==> config.mk <==
export PLATFORM = sky130hd
export DESIGN_NAME = mips_fetch_queue
export DESIGN_NICKNAME = d
export VERILOG_FILES = /design/src/rtl/mips_fetch_queue.sv
export SDC_FILE = /design/constraint.sdc
export NUM_CORES = 1
export LEC_CHECK = 0
export ABC_AREA = 1
export BUFFER_PORTS_ARGS = -buffer_cell sky130_fd_sc_hd__buf_2
export CORE_ASPECT_RATIO = 1.1
export CORE_MARGIN = 2
export CORE_UTILIZATION = 45
export DETAILED_ROUTE_END_ITERATION = 6
export HOLD_SLACK_MARGIN = 0.05
export PLACE_DENSITY_LB_ADDON = 0.1
export SETUP_SLACK_MARGIN = 0.4
export SLEW_MARGIN = 20
export SYNTH_ARGS = -nofsm -noshare
export SYNTH_HDL_FRONTEND = slang
export SYNTH_SLANG_ARGS = --single-unit
==> constraint.sdc <==
create_clock -name clk -period 7.61 [get_ports clk]
set_input_delay 1.1415 -clock clk [delete_from_list [all_inputs] [get_ports clk]]
set_output_delay 1.1415 -clock clk [all_outputs]
set_load 0.1 [all_outputs]
==> src/rtl/mips_fetch_queue.sv <==
// MIPS instruction-fetch front end: credit-limited word fetch into a DEPTH-entry prefetch queue.
// Optional `HALT_STOP_EN: stop fetching once an instruction with opcode 6'b111111 is enqueued.
module mips_fetch_queue #(
    parameter int          DEPTH    = 4,
    parameter logic [31:0] RESET_PC = 32'h0000_0000
) (
    input  logic        clk,
    input  logic        rst,
    output logic        imem_req_valid,
    input  logic        imem_req_ready,
    output logic [31:0] imem_req_addr,
    input  logic        imem_rsp_valid,
    input  logic [31:0] imem_rsp_data,
    input  logic        redirect_valid,
    input  logic [31:0] redirect_pc,
    output logic        out_valid,
    input  logic        out_ready,
    output logic [31:0] out_instr,
    output logic [31:0] out_npc,
    output logic        fetch_stalled
);
    localparam int          AW  = (DEPTH > 1) ? $clog2(DEPTH) : 1;
    localparam int          CW  = $clog2(DEPTH + 1);
    localparam logic [CW:0] CAP = (CW + 1)'(DEPTH);

    logic [31:0]   fetch_pc;
    logic [31:0]   rsp_pc;
    logic [CW-1:0] count;
    logic [CW-1:0] inflight;
    logic [CW-1:0] drop;
    logic [AW-1:0] head;
    logic [AW-1:0] tail;
    logic [31:0]   instr_q [DEPTH];
    logic [31:0]   npc_q   [DEPTH];
    logic          halted;
    logic          credit_ok;
    logic          req_fire;
    logic          pop;
    logic          enq;

    // Queued plus in-flight fetches share one credit pool, so an enqueue can never overflow.
    assign credit_ok      = ({1'b0, count} + {1'b0, inflight}) < CAP;
    assign imem_req_valid = !rst && !redirect_valid && credit_ok && !halted;
    assign imem_req_addr  = fetch_pc;
    assign fetch_stalled  = !credit_ok || halted;
    assign req_fire       = imem_req_valid && imem_req_ready;

    assign out_valid = (count != '0) && !redirect_valid;
    assign out_instr = instr_q[head];
    assign out_npc   = npc_q[head];
    assign pop       = out_valid && out_ready;
    assign enq       = imem_rsp_valid && (drop == '0) && !redirect_valid;

    always_ff @(posedge clk) begin
        if (rst) begin
            fetch_pc <= RESET_PC;
            rsp_pc   <= RESET_PC;
            count    <= '0;
            inflight <= '0;
            drop     <= '0;
            head     <= '0;
            tail     <= '0;
        end else if (redirect_valid) begin
            // A response landing in the redirect cycle is itself discarded, hence the minus one.
            fetch_pc <= redirect_pc;
            rsp_pc   <= redirect_pc;
            count    <= '0;
            head     <= '0;
            tail     <= '0;
            inflight <= inflight - CW'(imem_rsp_valid);
            drop     <= inflight - CW'(imem_rsp_valid);
        end else begin
            if (req_fire)
                fetch_pc <= fetch_pc + 32'd1;
            inflight <= inflight + CW'(req_fire) - CW'(imem_rsp_valid);
            if (imem_rsp_valid && (drop != '0))
                drop <= drop - CW'(1);
            if (enq) begin
                tail   <= tail + AW'(1);
                rsp_pc <= rsp_pc + 32'd1;
            end
            if (pop)
                head <= head + AW'(1);
            count <= count + CW'(enq) - CW'(pop);
        end
    end

    always_ff @(posedge clk) begin
        if (enq) begin
            instr_q[tail] <= imem_rsp_data;
            npc_q[tail]   <= rsp_pc + 32'd1;
        end
    end

`ifdef HALT_STOP_EN
    always_ff @(posedge clk) begin
        if (rst || redirect_valid)
            halted <= 1'b0;
        else if (enq && (imem_rsp_data[31:26] == 6'b111111))
            halted <= 1'b1;
    end
`else
    assign halted = 1'b0;
`endif

endmodule

Word level (Yosys, flattened, before mapping)
Memories as Yosys holds them, arrays and structs flattened. A register that Yosys moved wholly into a read port is not among the register bits.
Index checks and enable logic that the tools add are counted.
Widths: inputs -> output; s select.
{ "word_totals": {"reg_bits": 77, "ram_bits": 256, "inputBits": 70, "out_inout_bits": 99, "word_cells": 52, "memories": 2} }
{ "mem_list": {"columns": ["memory", "depth", "width", "read_ports", "rd_clocked_by_memory_dff", "wr", "line_no", "text"], "rows": [
  ["instr_q", 4, 32, 1, 1, 1, "33", "logic [31:0] instr_q [DEPTH];"],
  ["npc_q", 4, 32, 1, 1, 1, "34", "logic [31:0] npc_q [DEPTH];"]
]} }
{ "op_classes": {"n_addsub": 11, "order_cmp": 1, "muxes": 13, "reduce_logical": 18} }
{ "op_table": {"columns": ["op", "n"], "rows": [
  ["$mux 32", 4],
  ["$add 32x1->32 const B", 2],
  ["$mux 3", 3],
  ["$sub 3x1->3", 3],
  ["$logic_and 1x1->1", 8],
  ["$mux 2", 4],
  ["$add 3x1->3", 2],
  ["$reduce_bool 2->1", 3],
  ["$reduce_bool 3->1", 2],
  ["$add 2x1->2 const B", 2],
  ["$add 3x3->4", 1],
  ["$lt 4x3->1 const B", 1],
  ["$logic_not 1->1", 3],
  ["$logic_not 3->1", 1],
  ["$sub 3x1->3 const B", 1],
  ["$mux 1", 2],
  ["$reduce_or 2->1", 1]
]} }

Longest topological paths before layout
Gate-level depths: netlist (run 1).
{ "logic_depth": {"ltp_word": 7, "depth_mapped": 12, "depth_no_buf": 12} }

Least setup slack after synthesis (run 1)
Ideal clock, no wire load.
{ "synth_timing": {"path_type": "input port to flip-flop", "from": "input port imem_rsp_valid", "to": "memory instr_q[0][0], enable pin", "setup_ns": 0.486, "arrival_time_ns": 4.344, "required_time_ns": 7.124, "slack_ns": 2.780, "cell_stages": 4, "path_cell_list": "nand3_1 > nor2_2 > inv_2 > nor2_1"} }
{ "synth_via": {"elab_chain_cells": 4} }
{ "synth_rtl": {"columns": ["element", "line_no", "text"], "rows": [
  ["from (decl)", "12", "input logic imem_rsp_valid,"],
  ["$logic_and 1x1->1 (2 in series)", "52", "assign enq = imem_rsp_valid && (drop == '0) && !redirect_valid;"],
  ["$mux 1", "89", "if (enq) begin"],
  ["$mux 1 (implied by the code)", "90", "instr_q[tail] <= imem_rsp_data;"],
  ["to (decl)", "33", null]
]} }
Every way passes these cells.

==> impl_metrics.toml, run 1 <==
[run_status]
status = "complete, no violations"

[critical_path]
worst_setup_path_end_kind = "primary output"
setup.worst_path.start_class = "flop"
worst_ep_arrival_time_ns = 3.29
regToRegEndpoint = "npc_q[1][30]"
worstPathMaxFanout = 65
destination_of_the_critical_timing_path = "out_npc[23]"
timing_worst_setup_path_type = "flop to primary output"
ff2ff_setup_slack_ns = 4.38
r2r-start = "drop[0]"
worstRegToRegCells = 8
required_time_of_the_critical_path_ns = 6.47

[yosys]
synth-async-reset-ratio_pct = 0
prevailing_post_synth_register_cell = "edfxtp_1"
synth.area.top_cells = "edfxtp_1 (52%), dfxtp_1 (11%), nand2_1 (6.5%)"
largest_family_of_logic_cells_by_synthesized_area = "simple AND/OR/NAND/NOR gates"
syn-mean-instance-area_um2 = 10.02
cell_taking_the_most_area_after_synthesis = "edfxtp_1"
number_of_distinct_library_cells_after_synthesis = 43
netlist_top_cells_count = "edfxtp_1 (256), nand2_1 (256), nor2_1 (233), o21ai_0 (162), inv_1 (114)"
synthesis_warning_total = 0
share_of_the_synthesized_area_in_compound_gates_ao_oa_aoi_oai_pct = 11.07
post_synth_fa_ha_maj_area_fraction_pct = 1.617
synth.top_cell.area_share_pct = 51.74
synth_simple_gate_area_share_pct = 18.08
yosys-mux-area-fraction_pct = 0
netlist_area_um2 = 14860
post_synth_edffs = 256
synth_xor_area_share_pct = 2.055
net_count_after_synthesis = 1571
synth_seq_cells = 335
synth_seq_area_share_pct = 62.39
synthesis.instances = 1483

[timing]
unrepaired_setup_endpoints_after_global_routing = "no"
setup_slack_ns = 3.177
finalSetupViolCount = 0
timing.final.max_slew_violations = 0
layout_worst_path_cycle_share_pct = 58.25
maxClockFrequency_mhz = 225.6
min_period_ns = 4.433
worst_margin_pin_slew_ns = 1.046
max-slew-margin-rel_pct = 30.26
hold_viol_final = 0
final.setup.tns_ns = 0
fin_worst_skew_ns = 0.009595

[layout]
synthToLayoutAreaGrowth_pct = 16.01
final_net_count = 1725
drive_above_1_share_pct = 17.13
antenna_cells_inserted = 0

[floorplan]
die_y_um = 194.6
std_cell_rows = 69
design.portCount = 169
core_um2 = 32370
chipWidth_um = 177.2
initial_core_util_pct = 45.89
die_area_um2 = 34490

[placed_design]
buffer_ports.inserted = 168
gpl.final_weighted_congestion = 0.9468
hpwlAfterDp_um = 23270
dpl_worst_slack_ns = 3.218

[power_and_ir_drop]
max-vdd-ir-drop_mv = 0.1558
p_per_area_nw_per_um2 = 251.8
report.power.total_mw = 4.340
static_power_due_to_leakage_nw = 6.602

[cts]
skew_pair_late_insertion_delay_ns = 0.51
cts_tree = "yes"
cts_setup_buffers = 0
tritoncts.num_buffers = 36
clock_sinks = 335
cts-root-to-sink-buffers = 3
hold_buf_cts = 0
postCtsResizedCells = 0
clkSlewWorstSetupHoldPaths_ns = 0.06
cts_root_buf = "clkbuf_16"
htreeDepth = 2

[hold_path]
worst_hold_path_type = "flop to flop"
min_delay_path_depth = 2

[flow_run]
maxCapViolations = 0

[drt]
detail-route-antenna-nets = 0
postRouteWirelength_um = 36930
wl_per_cell_um = 17.67
detailedRoute.firstIterationViolations = 589
drt_pre_antenna_iters = 5
routed_via_density = 5.263
drc_errors = 0
num_vias = 10999

[global_routing]
grt_overflow_total = 0
globalRouteTotalUtil_pct = 21.29
number_of_antenna_violations_at_the_first_check_in_global_routing = 1
grt_start_max_net_pins = 105
first_global_vias = 10747
grt_pass1_wl_um = 57760
-- worst max-delay path, cell delays in order (launching register included) --
cell and delay [ns]:
dfxtp_2 0.31, buf_4 0.54, clkinv_1 0.68, buf_4 0.50, o21ai_0 0.15, o22ai_1 0.18
buf_2 0.33
-- metrics by stage --
stage	util [%]	hold WS (ns)	cell area (µm²)	cells
2_1_floorplan	-	0.4567	14860	1483
3_3_place_gp	49.69	0.4673	16090	2025
3_5_place_dp	49.69	0.4807	16090	2025
4_1_cts	53.24	0.4939	17240	2090
5_1_grt	53.24	0.5162	17240	2090
6_report	53.24	0.4882	17240	2090
-- metal layers --
metal,global-route usage (%),vias up,wire length (µm)
met5,0,-,13
met4,5.908,2,871
met3,3.189,62,2022
met2,34.89,288,17130
met1,29.47,5251,16890
li1,-,5396,-
-- layout make-up --
class	count	area (µm²)
multi-input combinational	965	4907
fill	2939	15140
clock buffer	51	997.2
sequential	335	9274
clock inverter	14	152.6
timing repair buffer	178	915.9
inverter	121	455.4
tap	426	533.0
-- cells by family (layout without fill, tap and decap cells) --
kind of cell | Yosys count | in the layout
fa+ha+maj | 18 | 18
compound gates | 301 | 301
xor+xnor | 28 | 28
buf+inv | 183 | 364
simple gates | 618 | 618
flops | 335 | 335
-- where the power goes --
group / total (mW) / switching [mW] / internal, mW
Clock: 1.70 / 0.687 / 1.02
Combinational: 0.553 / 0.448 / 0.105
Sequential: 2.08 / 0.0463 / 2.04
Total: 4.34 / 1.18 / 3.16
-- registers in the layout (all words and copies together), names as in the netlist, 3 cells and up, named ones only --
signal,cells
drop,3
count,3
npc_q,128
imem_req_addr,32
instr_q,128
rsp_pc,32
inflight,3
-- cell usage in the layout, fill, tap and decap left out, types with 3 or more instances in the layout --
cell / count
o21bai_1: 6
o21ai_1: 3
nor2_4: 15
dfxtp_1: 77
xor2_2: 6
clkbuf_1: 11
nand2_2: 9
xor2_1: 13
inv_1: 113
bufinv_16: 3
o22ai_1: 66
nor2_8: 3
nand3_1: 69
and2_1: 3
a21oi_1: 42
a31oi_1: 14
nand2_1: 256
buf_4: 10
nor2_1: 229
inv_2: 5
o21ai_0: 162
clkinv_1: 10
clkbuf_16: 36
xnor2_1: 7
edfxtp_1: 256
nor2_2: 10
clkbuf_8: 4
ha_1: 16
buf_2: 168
nand4_1: 12
nor3_1: 4
-- worst min path at each step --
stage	startpoint	to
floorplan	head[1]	flop
global placement	head[1]	flop
detailed placement	drop[1]	drop[1]
CTS	drop[1]	drop[1]
global route	drop[1]	drop[1]
finish	drop[1]	drop[1]
Note: power is estimated with default switching activity, not from simulation.
==> inputs of run 2 (changes only) <==
ABC_AREA = 0   (was 1)
clock period = 3.9 ns   (was 7.61 ns; I/O delays follow)
==> run 2 against run 1 <==
  * Hold slack got worse by 0.21 ns
  * First-iteration DRC count up 4.2%
  * Highest routed layer is now met4
  * Cell count is 25% lower
  * Clock power rose by 100%
  * Critical path type unchanged
  * Critical endpoint is now out_npc[20]
  * Area after synthesis is 5.1% lower
  * Largest cell class unchanged
==> impl_metrics.toml, run 2 <==
[global_routing]
grt_overflow_total = 0
first_global_vias = 8319
globalRouteTotalUtil_pct = 17.99
grt_pass1_wl_um = 46330
number_of_antenna_violations_at_the_first_check_in_global_routing = 0
grt_start_max_net_pins = 65

[layout]
layoutNonFillerInstCount = 1562
largestRegisters = "instr_q: 128 flops, npc_q: 128 flops"
antenna_cells_inserted = 0
utilization_pct = 54.32
final_net_count = 1208
drive_above_1_share_pct = 27.96
most-common-layout-cells = "edfxtp_1 (256), buf_2 (168), dfxtp_1 (77)"
synthToLayoutAreaGrowth_pct = 18.25
final_common_cell = "edfxtp_1"

[timing]
hold_viol_final = 0
unrepaired_setup_endpoints_after_global_routing = "no"
final.setup.tns_ns = 0
finalSetupViolCount = 0
worst_margin_pin_slew_ns = 0.9274
max-slew-margin-rel_pct = 37.60
maxClockFrequency_mhz = 325.2
fin_worst_skew_ns = 0.01500
layout_worst_path_cycle_share_pct = 78.84
timing.final.max_slew_violations = 0
min_period_ns = 3.075

[yosys]
synth.area.top_cells = "edfxtp_1 (55%), dfxtp_1 (11%), mux4_2 (10%)"
netlist_top_cells_count = "edfxtp_1 (256), dfxtp_1 (79), mux4_2 (64), nor2_1 (48), nand2_1 (47)"
post-synth-top-count-cell = "edfxtp_1"
share_of_the_synthesized_area_in_compound_gates_ao_oa_aoi_oai_pct = 5.620
synth-async-reset-ratio_pct = 0
net_count_after_synthesis = 1037
number_of_distinct_library_cells_after_synthesis = 52
synthesis_warning_total = 0
netlist_area_um2 = 14090
prevailing_post_synth_register_cell = "edfxtp_1"
synth_seq_area_share_pct = 65.77
cell_taking_the_most_area_after_synthesis = "edfxtp_1"
synthesis.instances = 949
post_synth_edffs = 256
synth_xor_area_share_pct = 4.847
post_synth_fa_ha_maj_area_fraction_pct = 1.705
synth_seq_cells = 335
largest_family_of_logic_cells_by_synthesized_area = "multiplexers"
synth_simple_gate_area_share_pct = 9.135
syn-mean-instance-area_um2 = 14.85
yosys-mux-area-fraction_pct = 10.37
synth.top_cell.area_share_pct = 54.55

[critical_path]
worstPathBufferInverterCount = 2
required_time_of_the_critical_path_ns = 3.31
cp.depth = 3
worst_path_largest_cell_delay_ns = 0.75
worst_path_max_delay_cell = "dfxtp_4"
timing_worst_setup_path_type = "flop to primary output"
worstPathMaxFanout = 28
regToRegEndpoint = "inflight[2]"
setup.worst_path.start_class = "flop"
worst_ep_arrival_time_ns = 2.49
destination_of_the_critical_timing_path = "out_npc[20]"
critPathTopFamily = "flip-flops"
worst_setup_path_end_kind = "primary output"
worstRegToRegCells = 13
r2r-start = "inflight[2]"
cp_cell_sequence = "buf_4, mux4_2, buf_2"
ff2ff_setup_slack_ns = 0.99

[run_status]
status = "complete, no violations"

[cts]
cts_root_buf = "clkbuf_16"
clkSlewWorstSetupHoldPaths_ns = 0.06
postCtsResizedCells = 0
cts_setup_buffers = 0
htreeDepth = 2
cts-root-to-sink-buffers = 3
clock_sinks = 335
cts_tree = "yes"
tritoncts.num_buffers = 36
hold_buf_cts = 0
skew_pair_late_insertion_delay_ns = 0.52

[drt]
drc_errors = 0
postRouteWirelength_um = 29430
dr.max_layer_used = "met4"
detailedRoute.firstIterationViolations = 614
met2RoutedLength_um = 13650
num_vias = 8366
routed_via_density = 5.356
drt_pre_antenna_iters = 5
detail_route.wirelength.met1_um = 13660
wl_per_cell_um = 18.84
detail-route-antenna-nets = 0
wl_met3_um = 1620

[floorplan]
die_area_um2 = 32750
core_um2 = 30680
chipWidth_um = 172.7
initial_core_util_pct = 45.93
std_cell_rows = 67
design.portCount = 169
die_y_um = 189.6

[placed_design]
hpwlAfterDp_um = 18580
gpl.final_weighted_congestion = 0.8366
numPlacedInstances = 1496
buffer_ports.inserted = 168

[power_and_ir_drop]
report.power.total_mw = 8.517
p_per_area_nw_per_um2 = 511.0
max-vdd-ir-drop_mv = 0.2544
static_power_due_to_leakage_nw = 5.720

[flow_run]
maxCapViolations = 0

[hold_path]
worst_hold_path_type = "primary input to flop"
run 2: cells by family after synthesis:
logic type | count (synthesis)
DFF | 335
and+or+nand+nor | 242
AOI/OAI and AO/OA | 117
buffers and inverters | 93
xor gates and xnor gates | 78
muxes | 66
adders and majority gates | 18
run 2: worst min-delay path by stage:
stage                       from              to  slack [ns]  depth (start not counted)
2_1_floorplan            tail[0]         tail[0]        0.47                          2
3_3_place_gp             tail[0]         tail[0]        0.49                          2
3_5_place_dp             tail[0]         tail[0]        0.49                          2
4_1_cts        imem_rsp_data[19]  instr_q[0][19]        0.25                          1
5_1_grt        imem_rsp_data[18]  instr_q[2][18]        0.27                          1
6_report       imem_rsp_data[19]  instr_q[1][19]        0.28                          1
run 2: through the flow:
stage	hold slack, ns	setup WS (ns)	cell area (µm²)
floorplan	0.4658	0.6836	14100
global placement	0.4859	0.8803	15470
detailed placement	0.4887	0.8707	15470
CTS	0.2546	0.7275	16670
global route	0.2669	0.6410	16670
finish	0.2822	0.8252	16670
run 2: power by group:
part           internal, mW  total (mW)  switching (mW)  leakage [nW]
sequential             3.96        4.05          0.0910          2.99
clock                  2.07        3.43            1.36         0.583
combinational         0.238        1.03           0.793          2.15
total                  6.27        8.52            2.24          5.72
run 2: per-layer routing:
layer | track usage [%] | vias to the layer above
met1 | 25.54 | 4094
met5 | 0 | -
met2 | 29.13 | 249
met4 | 4.270 | 0
met3 | 3.217 | 48
li1 | - | 3975
run 2: area by class of cell:
class | count | area [µm²]
Sequential cell | 335 | 9274
Clock inverter | 25 | 255.2
Timing Repair Buffer | 184 | 1049
Fill cell | 2567 | 14020
Multi-Input combinational cell | 521 | 4472
Tap cell | 414 | 518.0
Inverter | 42 | 157.7
Clock buffer | 41 | 940.9
==> inputs of run 3 (changes only) <==
clock period = 2.8 ns   (was 3.9 ns; I/O delays follow)
==> run 3 against run 2 <==
  * Combinational power increased by 54%
  * Routed wire length increased by 7.1%
  * First-iteration DRC count decreased by 6.4%
  * Register-to-register slack got worse by 0.63 ns
  * Die area unchanged
  * Global-route usage increased by 0.72 points
  * Non-clock buffer count increased by 28
  * Final area increased by 5.6%
  * Count of clock-buffer cells in the layout increased by 7
  * Highest routed layer unchanged
==> impl_metrics.toml, run 3 (synthesized netlist as in run 2, its figures left out) <==
[critical_path]
ff2ff_setup_slack_ns = 0.36
regToRegEndpoint = "inflight[2]"
worst_ep_arrival_time_ns = 2.81
required_time_of_the_critical_path_ns = 3.16
worstPathMaxFanout = 3
r2r-start = "inflight[2]"
worstRegToRegCells = 12
worst_setup_path_end_kind = "flop"
timing_worst_setup_path_type = "flop to flop"
setup.worst_path.start_class = "flop"

[global_routing]
grt_start_max_net_pins = 65
grt_pass1_wl_um = 48430
globalRouteTotalUtil_pct = 18.70
number_of_antenna_violations_at_the_first_check_in_global_routing = 0
first_global_vias = 8675
grt_overflow_total = 0

[floorplan]
die_y_um = 189.6
initial_core_util_pct = 45.93
std_cell_rows = 67
die_area_um2 = 32750
core_um2 = 30680
chipWidth_um = 172.7
design.portCount = 169

[run_status]
status = "complete, no violations"

[drt]
num_vias = 8522
postRouteWirelength_um = 31510
drt_pre_antenna_iters = 5
wl_per_cell_um = 19.84
routed_via_density = 5.366
detailedRoute.firstIterationViolations = 575
detail-route-antenna-nets = 0
drc_errors = 0

[power_and_ir_drop]
p_clk_share_pct = 38.4
switching_power_mw = 3.088
max-vdd-ir-drop_mv = 0.2934
sequentialPowerShare_pct = 48.1
static_power_due_to_leakage_nw = 6.031
power.combinational.fraction_pct = 13.5
sw_frac_of_total_pct = 26.26
p_per_area_nw_per_um2 = 668.1
p_int_mw = 8.672

[timing]
hold_viol_final = 0
layout_worst_path_cycle_share_pct = 87.26
fin_worst_skew_ns = 0.01438
max-slew-margin-rel_pct = 55.77
worst_margin_pin_slew_ns = 0.6635
timing.final.max_slew_violations = 0
min_period_ns = 2.443
finalSetupViolCount = 0
final.setup.tns_ns = 0
maxClockFrequency_mhz = 409.3
final.hold.worst_slack_ns = 0.1270
unrepaired_setup_endpoints_after_global_routing = "yes"
setup_slack_ns = 0.3568

[placed_design]
gpl.final_weighted_congestion = 0.8457
buffer_ports.inserted = 168
dpl_worst_slack_ns = 0.2980
hpwlAfterDp_um = 19830

[cts]
htreeDepth = 2
cts_tree = "yes"
clock_sinks = 335
tritoncts.num_buffers = 36
cts-root-to-sink-buffers = 3
clkSlewWorstSetupHoldPaths_ns = 0.06
skew_pair_late_insertion_delay_ns = 0.51
cts_root_buf = "clkbuf_16"

[layout]
largestRegisters = "instr_q: 128 flops, npc_q: 128 flops"
utilization_pct = 57.37
multi_input_gate_area_in_the_final_layout_um2 = 4576
final_common_cell = "edfxtp_1"
seqCellArea_um2 = 9340
synthToLayoutAreaGrowth_pct = 24.89
most-common-layout-cells = "edfxtp_1 (256), buf_2 (103), mux4_2 (64)"
antenna_cells_inserted = 0
drive_above_1_share_pct = 32.88
n_fill_cell = 2519
final_net_count = 1236

[hold_path]
worst_hold_path_endpoint = "instr_q[0][19]"
worst_hold_path_type = "primary input to flop"
min_delay_path_depth = 1
launch_point_of_the_worst_hold_path = "imem_rsp_data[19]"

[flow_run]
maxCapViolations = 0
==> run 3: repair_timing <==
action,in CTS,in global routing
cloned,0,8
endpoints found under the hold margin,0,0
setup buffers,0,7
endpoints found under the setup margin,65,90
gates resized for setup,46,127
hold buffers,0,0
pin swaps,2,4
==> run 3: stage by stage <==
| step | area (µm²) | power [mW] | cells |
|---|---|---|---|
| after global placement | 15730 | 7.223 | 1509 |
| after detailed placement | 15730 | 7.239 | 1509 |
| after CTS | 16970 | 11.81 | 1573 |
| after global routing | 17600 | 12.22 | 1588 |
| final | 17600 | 11.76 | 1588 |
| after floorplan | 14270 | 6.880 | 949 |
==> run 3: area by class of cell <==
type,instances,area share [%]
Timing Repair Buffer,212,10.73
Multi-Input combinational cell,521,26.00
Clock buffer,48,5.495
Inverter,42,0.8956
Clock inverter,16,0.8743
Sequential cell,335,53.06
Tap cell,414,2.943
==> run 3: worst max path at each step <==
| stage | start | end | slack (ns) | cells after the start |
|---|---|---|---|---|
| 2_1_floorplan | imem_req_addr[1] | imem_req_addr[30] | 0.27 | 8 |
| 3_3_place_gp | rst | inflight[2] | 0.31 | 12 |
| 3_5_place_dp | rst | inflight[2] | 0.30 | 12 |
| 4_1_cts | flop | out_npc[18] | 0.30 | 3 |
| 5_1_grt | inflight[2] | inflight[2] | 0.23 | 12 |
| 6_report | inflight[2] | inflight[2] | 0.36 | 12 |
==> run 3: metal layers <==
layer	GRT usage, %	vias up	part of all wire, %
li1	-	4041	-
met1	26.46	4163	46
met2	30.17	287	47
met3	3.317	31	5.4
met4	5.020	0	1.6
met5	0	-	0
==> run 3: power groups by stage <==
stage	logic, mW	registers [mW]	clock network, mW
final	1.59	5.65	4.52
after global routing	1.68	5.67	4.87
after CTS	1.52	5.65	4.65
after detailed placement	1.49	5.75	0
after global placement	1.48	5.75	0
after floorplan	0.933	5.95	0
==> run 3: worst max-delay path, stage by stage (launching register included) <==
cell and delay (ns):
dfxtp_4 0.36, ha_4 0.24, nor3_4 0.13, and4_4 0.25, inv_2 0.04, ha_1 0.26, inv_1 0.04, ha_1 0.19
fa_2 0.34, xor2_1 0.14, o21ai_1 0.14, xnor2_1 0.13, nor2_1 0.05
